### config.mk
export PLATFORM = sky130hd
export DESIGN_NAME = spi_master_multi
export DESIGN_NICKNAME = d
export VERILOG_FILES = /design/src/rtl/spi_pkg.sv /design/src/rtl/spi_clk_gen.sv /design/src/rtl/spi_master_multi.sv
export SDC_FILE = /design/constraint.sdc
export NUM_CORES = 1
export LEC_CHECK = 0
export CAP_MARGIN = 40
export CORE_MARGIN = 2
export CORE_UTILIZATION = 54
export DETAILED_ROUTE_END_ITERATION = 8
export PLACE_DENSITY = 0.88
export SYNTH_ARGS = -nofsm -noshare
export SYNTH_HDL_FRONTEND = slang
export SYNTH_SLANG_ARGS = --single-unit
### constraint.sdc
create_clock -name clk -period 2.1 [get_ports clk]
set_input_delay 0.42 -clock clk [delete_from_list [all_inputs] [get_ports clk]]
set_output_delay 0.42 -clock clk [all_outputs]
set_load 0.02 [all_outputs]
### src/rtl/spi_pkg.sv
`default_nettype none
// ============================================================================
// spi_pkg : shared types for the multi-slave SPI master
// Rev 1.0 : initial release
// ============================================================================
package spi_pkg;

    typedef enum logic [1:0] {
        IDLE  = 2'd0,
        SETUP = 2'd1,
        XFER  = 2'd2,
        HOLD  = 2'd3
    } spi_state_t;

    typedef struct packed {
        logic cpol;
        logic cpha;
    } spi_mode_t;

    localparam spi_mode_t SPI_MODE0 = '{cpol: 1'b0, cpha: 1'b0};
    localparam spi_mode_t SPI_MODE1 = '{cpol: 1'b0, cpha: 1'b1};
    localparam spi_mode_t SPI_MODE2 = '{cpol: 1'b1, cpha: 1'b0};
    localparam spi_mode_t SPI_MODE3 = '{cpol: 1'b1, cpha: 1'b1};

endpackage
`default_nettype wire

### src/rtl/spi_clk_gen.sv
`default_nettype none
// ============================================================================
// spi_clk_gen : half-period counter, one-cycle tick every i_div+1 clocks
// Rev 1.0 : initial release
// ============================================================================
module spi_clk_gen #(
    parameter int DIV_W = 8
) (
    input  logic             clk,
    input  logic             rst,
    input  logic             i_restart,
    input  logic [DIV_W-1:0] i_div,
    output logic             o_tick
);

    logic [DIV_W-1:0] r_cnt;
    logic             w_wrap;

    assign w_wrap = (r_cnt == i_div);
    assign o_tick = w_wrap && !i_restart;

    always_ff @(posedge clk or posedge rst) begin
        if (rst) begin
            r_cnt <= '0;
        end else if (i_restart || w_wrap) begin
            r_cnt <= '0;
        end else begin
            r_cnt <= r_cnt + DIV_W'(1);
        end
    end

endmodule
`default_nettype wire

### src/rtl/spi_master_multi.sv
`default_nettype none
// ============================================================================
// spi_master_multi : SPI master, run-time CPOL/CPHA, divider and slave select
// Optional: define SPI_LSB_FIRST_EN to add the lsb_first input.
// Rev 1.0 : initial release
// ============================================================================
module spi_master_multi
    import spi_pkg::*;
#(
    parameter int DATA_W = 8,
    parameter int NUM_CS = 4,
    parameter int DIV_W  = 8,
    localparam int CS_W  = (NUM_CS > 1) ? $clog2(NUM_CS) : 1
) (
    input  logic              clk,
    input  logic              rst,
    input  logic              start,
    input  logic [DATA_W-1:0] tx_data,
    input  logic [CS_W-1:0]   cs_sel,
    input  logic              cpol,
    input  logic              cpha,
    input  logic [DIV_W-1:0]  clk_div,
`ifdef SPI_LSB_FIRST_EN
    input  logic              lsb_first,
`endif
    output logic              busy,
    output logic              sclk,
    output logic              mosi,
    input  logic              miso,
    output logic [NUM_CS-1:0] cs_n,
    output logic [DATA_W-1:0] rx_data,
    output logic              done
);

    localparam int              EDGE_W       = $clog2(2 * DATA_W + 1);
    localparam logic [EDGE_W-1:0] EDGE_LAST_M1 = EDGE_W'(2 * DATA_W - 1);

    spi_state_t        r_state;
    spi_state_t        w_next_state;
    spi_mode_t         r_mode;
    logic [DIV_W-1:0]  r_div;
    logic [DATA_W-1:0] r_tx;
    logic [DATA_W-1:0] r_rx;
    logic [EDGE_W-1:0] r_edge_cnt;
    logic              r_sclk;
    logic              r_mosi;
    logic [NUM_CS-1:0] r_cs_n;
    logic [DATA_W-1:0] r_rx_data;
    logic              r_done;
    logic              r_busy;

    logic              w_accept;
    logic              w_tick;
    logic              w_lead;
    logic              w_last;
    logic              w_edge;
    logic              w_sample;
    logic              w_shift;
    logic              w_finish;
    logic              w_lsb;
    logic              w_lsb_in;
    logic [NUM_CS-1:0] w_cs_dec;

`ifdef SPI_LSB_FIRST_EN
    logic r_lsb;

    always_ff @(posedge clk or posedge rst) begin
        if (rst) begin
            r_lsb <= 1'b0;
        end else if (w_accept) begin
            r_lsb <= lsb_first;
        end
    end

    assign w_lsb    = r_lsb;
    assign w_lsb_in = lsb_first;
`else
    assign w_lsb    = 1'b0;
    assign w_lsb_in = 1'b0;
`endif

    function automatic logic f_first_bit(input logic [DATA_W-1:0] v, input logic lsb);
        return lsb ? v[0] : v[DATA_W-1];
    endfunction

    function automatic logic [DATA_W-1:0] f_shift_tx(input logic [DATA_W-1:0] v, input logic lsb);
        return lsb ? {1'b0, v[DATA_W-1:1]} : {v[DATA_W-2:0], 1'b0};
    endfunction

    function automatic logic [DATA_W-1:0] f_shift_rx(input logic [DATA_W-1:0] v, input logic lsb,
                                                     input logic b_in);
        return lsb ? {b_in, v[DATA_W-1:1]} : {v[DATA_W-2:0], b_in};
    endfunction

    // Out-of-range cs_sel matches no index, so every line stays high.
    generate
        for (genvar gi = 0; gi < NUM_CS; gi++) begin : g_cs_dec
            assign w_cs_dec[gi] = (cs_sel != CS_W'(gi));
        end
    endgenerate

    assign w_accept = (r_state == IDLE) && start && !r_busy;
    assign w_lead   = (r_edge_cnt[0] == 1'b0);
    assign w_last   = (r_edge_cnt == EDGE_LAST_M1);

    spi_clk_gen #(
        .DIV_W (DIV_W)
    ) u_clk_gen (
        .clk       (clk),
        .rst       (rst),
        .i_restart (w_accept),
        .i_div     (r_div),
        .o_tick    (w_tick)
    );

    always_ff @(posedge clk or posedge rst) begin
        if (rst) begin
            r_state <= IDLE;
        end else begin
            r_state <= w_next_state;
        end
    end

    always_comb begin
        w_next_state = r_state;
        case (r_state)
            IDLE:    if (w_accept)          w_next_state = SETUP;
            SETUP:   if (w_tick)            w_next_state = XFER;
            XFER:    if (w_tick && w_last)  w_next_state = HOLD;
            HOLD:    if (w_tick)            w_next_state = IDLE;
            default:                        w_next_state = IDLE;
        endcase
    end

    always_comb begin
        w_edge   = 1'b0;
        w_sample = 1'b0;
        w_shift  = 1'b0;
        w_finish = 1'b0;
        case (r_state)
            XFER: begin
                if (w_tick) begin
                    w_edge = 1'b1;
                    if (r_mode.cpha) begin
                        w_shift  = w_lead;
                        w_sample = !w_lead;
                    end else begin
                        // The final trailing edge has no further bit to present.
                        w_sample = w_lead;
                        w_shift  = !w_lead && !w_last;
                    end
                end
            end
            HOLD:    w_finish = w_tick;
            default: ;
        endcase
    end

    always_ff @(posedge clk or posedge rst) begin
        if (rst) begin
            r_mode     <= SPI_MODE0;
            r_div      <= '0;
            r_tx       <= '0;
            r_rx       <= '0;
            r_edge_cnt <= '0;
            r_sclk     <= 1'b0;
            r_mosi     <= 1'b0;
            r_cs_n     <= '1;
            r_rx_data  <= '0;
            r_done     <= 1'b0;
            r_busy     <= 1'b0;
        end else begin
            r_done <= w_finish;

            // busy covers the done cycle, so a start there waits one cycle.
            if (w_accept) begin
                r_busy <= 1'b1;
            end else if (r_done) begin
                r_busy <= 1'b0;
            end

            if (r_state == IDLE) begin
                r_sclk <= cpol;
            end else if (w_edge) begin
                r_sclk <= ~r_sclk;
            end else if (r_state != XFER) begin
                r_sclk <= r_mode.cpol;
            end

            if (w_accept) begin
                r_mode     <= '{cpol: cpol, cpha: cpha};
                r_div      <= clk_div;
                r_cs_n     <= w_cs_dec;
                r_edge_cnt <= '0;
                r_rx       <= '0;
                if (!cpha) begin
                    r_mosi <= f_first_bit(tx_data, w_lsb_in);
                    r_tx   <= f_shift_tx(tx_data, w_lsb_in);
                end else begin
                    r_tx   <= tx_data;
                end
            end

            if (w_edge) begin
                r_edge_cnt <= r_edge_cnt + EDGE_W'(1);
            end

            if (w_shift) begin
                r_mosi <= f_first_bit(r_tx, w_lsb);
                r_tx   <= f_shift_tx(r_tx, w_lsb);
            end

            if (w_sample) begin
                r_rx <= f_shift_rx(r_rx, w_lsb, miso);
            end

            if (w_finish) begin
                r_cs_n    <= '1;
                r_rx_data <= r_rx;
            end
        end
    end

    assign busy    = r_busy;
    assign sclk    = r_sclk;
    assign mosi    = r_mosi;
    assign cs_n    = r_cs_n;
    assign rx_data = r_rx_data;
    assign done    = r_done;

endmodule
`default_nettype wire

Yosys cells after proc, flatten, opt, wreduce, memory -nomap -nowiden
Cells that the tools add are included.
{ "word_totals": {"ff_bits": 57, "latchBits": 0, "ramBits": 0, "rom_bits": 0, "inputBits": 24, "out_inout_bits": 16, "word_cells": 83, "memories": 0} }
{ "classes": {"add_sub_neg": 2, "n_mul": 0, "div": 0, "magnitude_cmp": 0, "eq_ne": 14, "shift": 0, "n_mux": 32, "bitwise_logic": 2, "n_reduce_logical": 19} }
{ "ops": {"columns": ["op", "n"], "rows": [
  ["8-bit two-way mux", 6],
  ["1-bit two-way mux", 17],
  ["2-bit != test, second input constant", 6],
  ["2-bit nonzero test", 6],
  ["5-bit two-way mux", 2],
  ["8-bit by 1-bit adder with 8-bit output, second input constant", 1],
  ["8-bit == test", 1],
  ["2-bit two-way mux", 4],
  ["4-bit two-way mux", 2],
  ["2-bit one-hot mux with 4 select lines", 1],
  ["2-bit by 1-bit != test with 1-bit output, second input constant", 3],
  ["5-bit by 1-bit adder with 5-bit output, second input constant", 1],
  ["5-bit by 4-bit == test with 1-bit output, second input constant", 1],
  ["1-bit logical AND", 5],
  ["2-bit == test, second input constant", 2],
  ["4-bit AND reduction", 1],
  ["1-bit zero test", 3],
  ["3-bit nonzero test", 1],
  ["2-bit by 1-bit == test with 1-bit output, second input constant", 1],
  ["2-bit zero test", 1],
  ["1-bit NOT", 2],
  ["2-bit AND reduction", 1],
  ["1-bit logical OR", 1]
]} }

Depth between registers and ports, before layout
{ "depth": {"word_depth": 9, "ltp_mapped": 9, "mapped_depth_nobuf": 8} }

Modules after synthesis
A second synthesis with hierarchy kept.
{ "unflattened": {"cells_unflattened": 259, "area_unflattened_um2": 2842.7} }
{ "by_module_without_submodules": {"columns": ["module", "instances", "cells_each", "area_each_um2", "seq_area_each_um2"], "rows": [
  ["spi_master_multi", 1, 212, 2349.8, 1231.2],
  ["spi_clk_gen", 1, 47, 493.0, 200.2]
]} }

Worst setup path after synthesis
Ideal clock, no wire load.
{ "synth_path": {"path_type": "register to register", "from": "register r_state[0]", "to": "register r_state[1]", "setup_ps": 128, "arrival_time_ps": 1770, "path_slack_ps": 202, "path_stages_with_launch": 7, "n_path_buf": 1, "period_less_slack_ps": 1898, "cell_sequence": "dfrtp_1 -> inv_1 -> ha_1 -> buf_2 -> a2111oi_0 -> o21ai_0 -> mux2_1"} }
{ "synth_between": {"elab_chain_cells": 8, "elab_cells_between_ends": 15, "classes_between": "7 x eq/ne; 1 x mux; 7 x reduce/logical"} }
{ "synth_rtl": {"columns": ["element", "line", "rtl"], "rows": [
  ["start, declared", "spi_master_multi.sv:38", "spi_state_t r_state;"],
  ["start signal, assigned", "spi_master_multi.sv:120", "r_state <= w_next_state;"],
  ["2-bit zero test", "spi_master_multi.sv:102, spi_master_multi.sv:126", null],
  ["1-bit logical AND (2 in a row)", "spi_master_multi.sv:102", "assign w_accept = (r_state == IDLE) && start && !r_busy;"],
  ["1-bit zero test", "spi_clk_gen.sv:20", "assign o_tick = w_wrap && !i_restart;"],
  ["1-bit logical AND", "spi_clk_gen.sv:20", null],
  ["1-bit logical AND", "spi_master_multi.sv:129", "XFER: if (w_tick && w_last) w_next_state = HOLD;"],
  ["2-bit != test (no source line)", null, null],
  ["4-bit AND reduction (no source line)", null, null]
]} }
Several ways; a longest one is shown, not always the timed one.
A chain may end at the register's enable or synchronous reset.

Worst setup path after layout
{ "layout_path": {"from": "register u_clk_gen.r_cnt[0]", "to": "register r_state[1]"} }
{ "layout_between": {"elab_chain_cells": 5, "elab_cells_between_ends": 7, "classes_between": "4 x eq/ne; 3 x reduce/logical"} }
{ "layout_rtl": {"columns": ["element", "line", "rtl"], "rows": [
  ["start, declared", "spi_clk_gen.sv:16", "logic [DIV_W-1:0] r_cnt;"],
  ["start signal, assigned", "spi_clk_gen.sv:28", "r_cnt <= r_cnt + DIV_W'(1);"],
  ["8-bit == test (*)", "spi_clk_gen.sv:19", "assign w_wrap = (r_cnt == i_div);"],
  ["1-bit logical AND (*)", "spi_clk_gen.sv:20", null],
  ["1-bit logical AND", "spi_master_multi.sv:129", null],
  ["2-bit != test (no source line)", null, null],
  ["4-bit AND reduction (no source line) (*)", null, null]
]} }
Every way passes the cells marked *; elsewhere a longest branch is shown, timed or not.

==> results.md <==
STA:
- The top achievable clock speed is 501 MHz.
- The share of the cycle needed by the critical path after routing is 0.950.
- Setup repair after global routing left no endpoint under its margin.
- The final-report setup violation count is 0.
- The post-layout minimum cycle time is 1990 ps.
- The final hold violation count is 0.
- The clock skew is 11.4 ps.
- The final max-slew violation count is 0.
- For the pin with the worst max-slew slack, the measured transition is 557 ps.
- The worst slew margin relative to its limit is 0.619.
- Setup total negative slack on the finished layout was measured at 0 ps.

Worst setup path:
- For this design, the slowest cell found on the critical path is dfrtp_1.
- For flop-to-flop paths, the worst setup slack is 110 ps.
- The worst register-to-register path begins at u_clk_gen.r_cnt[0].
- The kind of end point of the critical path is a register.
- The delay of the slowest cell on the worst path is 450 ps.
- The type of element launching the critical path is a register.
- At the worst endpoint, the required time is 2320 ps.
- The cell depth of the worst flop-to-flop path is 6.
- Walking the worst path, the cells encountered are xnor2_1 > nand4_4 > buf_4 > nor3_1 > o21ai_0 > mux2_1.
- The biggest fanout along the worst timing path is 7.
- The critical path is of the reg -> reg type.
- The endpoint identified for the worst register-to-register timing path is r_state[1].
- The signal arrival time at the worst endpoint is 2210 ps.

Clocking:
- The number of sinks driven by the clock tree is 57.
- The tree is rooted in a clkbuf_8.
- The clock passes through at most 2 buffers.
- The buffer count from post-CTS setup fixing is 0.
- The clock-pin slew of the registers on the worst-case setup and hold paths is 70 ps.
- The CTS tree is yes.
- The H-tree was split into 3 levels.
- The number of clock buffers inserted by TritonCTS is 9.
- The clock latency on the worst-skew pair is 340 ps.

Logic synthesis:
- The cell count after synthesis came out at 262.
- The area share of the largest cell type after synthesis is 0.483.
- The most used flip-flop cell after synthesis is dfrtp_1.
- The mean post-synth cell area is 10.5 um^2.
- Synthesis inferred 57 register bits.
- The largest area contributor in the netlist is dfrtp_1.
- In this run, synthesis inferred 0 flip-flops with an integrated enable.
- In the synthesized netlist, the cells that appear most often are dfrtp_1, nand2_1, nor2_1, nand3_1, xnor2_1.
- Among all cell types in the netlist, the one instantiated most often is dfrtp_1.
- The proportion of synthesized flip-flops having asynchronous set or reset is 1.00.
- The sequential fraction of the synthesis area is 0.521.
- The mapped cell area is 0.00275 mm^2.
- The count of distinct cell types in the synthesized netlist is 36.
- The Yosys step of the flow raised 0 warnings.
- By area the synthesized netlist is led by dfrtp_1, nand2_1, xnor2_1, dfstp_2, ha_1.
- Synthesis produced a netlist with a net count of 294.

GRT:
- The total global-route track usage is 0.224.
- Global routing finished with a remaining overflow of 0.
- The wire length of the first global-routing pass is 9.36 mm.
- The initial antenna violation count is 0.
- The largest net degree at the start of global routing is 58.
- The via count of the first global-routing pass is 2134.

Finish:
- After filler insertion, the fill cell instance count of the layout stands at 344.
- The area of the multi-input gates is 0.00123 mm^2.
- The net count of the finished layout is 349.
- Registers take 0.00143 mm^2.
- The fraction of final layout cells sized beyond drive strength 1 is 0.158.
- The area growth from synthesis to layout is 27.2%.
- Summing all non-filler instances in the final layout gives an area of 0.00349 mm^2.
- The number of antenna diodes in the final layout is 0.

Pwr:
- The cell-internal power is 1.73 mW.
- The switching power summed over all nets is 470 uW.
- The combinational cell fraction of total power is 0.043.
- The proportion of power drawn by the clock network is 0.457.
- The peak supply drop is 445 uV.
- The switching power as a share of total power is 0.214.
- Of the total power, registers draw 0.501.
- The power density over cell area is 629 mW/mm^2.
- The static power due to leakage is 1.64 nW.

Floorplan:
- The core region is 0.00482 mm^2.
- The number of primary I/O pins is 40.
- The floorplan has 25 rows.
- The die is 75.3 um tall.
- The initial utilization of the core area, before any placement, comes to 0.570.
- The floorplan step set the die width to 75.3 um.
- The die footprint is 0.00567 mm^2.

Drt:
- The initial DRC count is 168.
- After detailed routing, the number of remaining DRC violations is 0.
- The post-detailed-route count of antenna-violating nets is 0.
- The number of vias per cell after detailed routing is 5.34.
- The number of detailed-route iterations in the first pass is 4.
- In the final routed layout, each cell accounts on average for 14.5 um.
- Across all layers, the routed design uses 2077 vias.
- The total wire length after detailed routing is 5.65 mm.

Placement:
- The placed standard-cell area is 0.00330 mm^2.
- The estimated wirelength of the detail-placed design is 3.92 mm.
- The placer's final routability congestion estimate is 0.808.
- In this run the tool buffered the top-level ports with 39 buffer cells.

Status:
- The flow ran to the end, and the final reports show no timing, DRC or antenna violations.

Flow run:
- The count of maximum capacitance violations is 0.

Min path:
- The worst hold path belongs to the class in -> async.
==> layout make-up <==
cell class	instances	area share
inverter	8	0.00860
clock buffer	12	0.0416
multi-input combinational	186	0.353
sequential	57	0.410
tap	67	0.0240
clock inverter	4	0.0129
timing repair buffer	55	0.150
==> power groups by stage <==
| stage | Clock [mW] | Combinational [mW] | Sequential [mW] |
|---|---|---|---|
| finish | 1.00 | 0.0937 | 1.10 |
| global route | 1.08 | 0.103 | 1.10 |
| CTS | 1.02 | 0.0959 | 1.10 |
| detailed placement | 0 | 0.0952 | 1.12 |
| global placement | 0 | 0.0934 | 1.12 |
| floorplan | 0 | 0.0308 | 1.12 |
==> flip-flops by register name, indices dropped and copies added, names as in the netlist, 2 cells and up <==
| register | count |
|---|---|
| u_clk_gen.r_cnt | 8 |
| r_rx | 8 |
| r_div | 8 |
| r_state | 2 |
| r_mode | 2 |
| r_tx | 8 |
| rx_data | 8 |
| cs_n | 4 |
| r_edge_cnt | 5 |
==> cell usage in the layout (no fill, tap or decap), drive strengths merged, types with 10 or more instances in the layout <==
cell | Yosys | layout
nor2 | 24 | 24
mux2 | 10 | 10
mux2i | 10 | 10
buf | 6 | 16
nand2 | 49 | 49
dfrtp | 53 | 53
clkbuf | 5 | 12
nand3 | 17 | 17
xnor2 | 13 | 13
o21ai | 19 | 19
clkdlybuf4s50 | 0 | 39
==> critical path: cells and delay by family (launching register included) <==
family	cells	cell delay, ps
buffers and inverters	1	200
XOR/XNOR	1	260
AO/OA/AOI/OAI	1	170
multiplexers	1	340
flip-flops	1	450
AND/OR/NAND/NOR	2	440
==> logic make-up (layout without fill, tap and decap cells) <==
group                    count (synthesis)  after routing  share of synthesized area
XOR/XNOR                                18             18                     0.0574
AO/OA/AOI/OAI                           32             32                     0.0779
flip-flops                              57             57                      0.521
multiplexers                            20             20                     0.0857
buffers and inverters                   19             79                     0.0305
AND/OR/NAND/NOR                        108            108                      0.191
adder cells (fa/ha/maj)                  8              8                     0.0365
==> what timing repair did <==
action / in CTS / in global routing
gates resized for setup: 0 / 1
hold buffers: 0 / 0
endpoints found under the setup margin: 0 / 9
==> routing by layer <==
metal	GRT usage	wire (um)
met5	0	0
met4	0.101	142
met3	0.0714	191
met2	0.358	2790
met1	0.280	2520
==> through the flow <==
stage          hold WS, ps  utilization  total power, mW  instances  setup WS [ps]
2_1_floorplan          447            -             1.15        262            202
6_report               437        0.725             2.20        389            105
3_5_place_dp           474        0.685             1.22        373          -73.1
4_1_cts                451        0.724             2.22        389           71.7
5_1_grt                484        0.725             2.28        389           34.1
3_3_place_gp           464        0.685             1.21        373          -20.4
==> how the worst max path moves through the flow <==
| stage | slack [ps] | startpoint | endpoint | cells past startpoint |
|---|---|---|---|---|
| 2_1_floorplan | 200 | r_state[0] | r_state[1] | 6 |
| 3_3_place_gp | -20 | start | r_state[0] | 6 |
| 3_5_place_dp | -70 | start | r_state[0] | 6 |
| 4_1_cts | 70 | r_state[0] | r_state[0] | 6 |
| 5_1_grt | 30 | r_state[0] | r_tx[7] | 7 |
| 6_report | 110 | u_clk_gen.r_cnt[0] | r_state[1] | 6 |
Note: power is estimated with default switching activity, not from simulation.
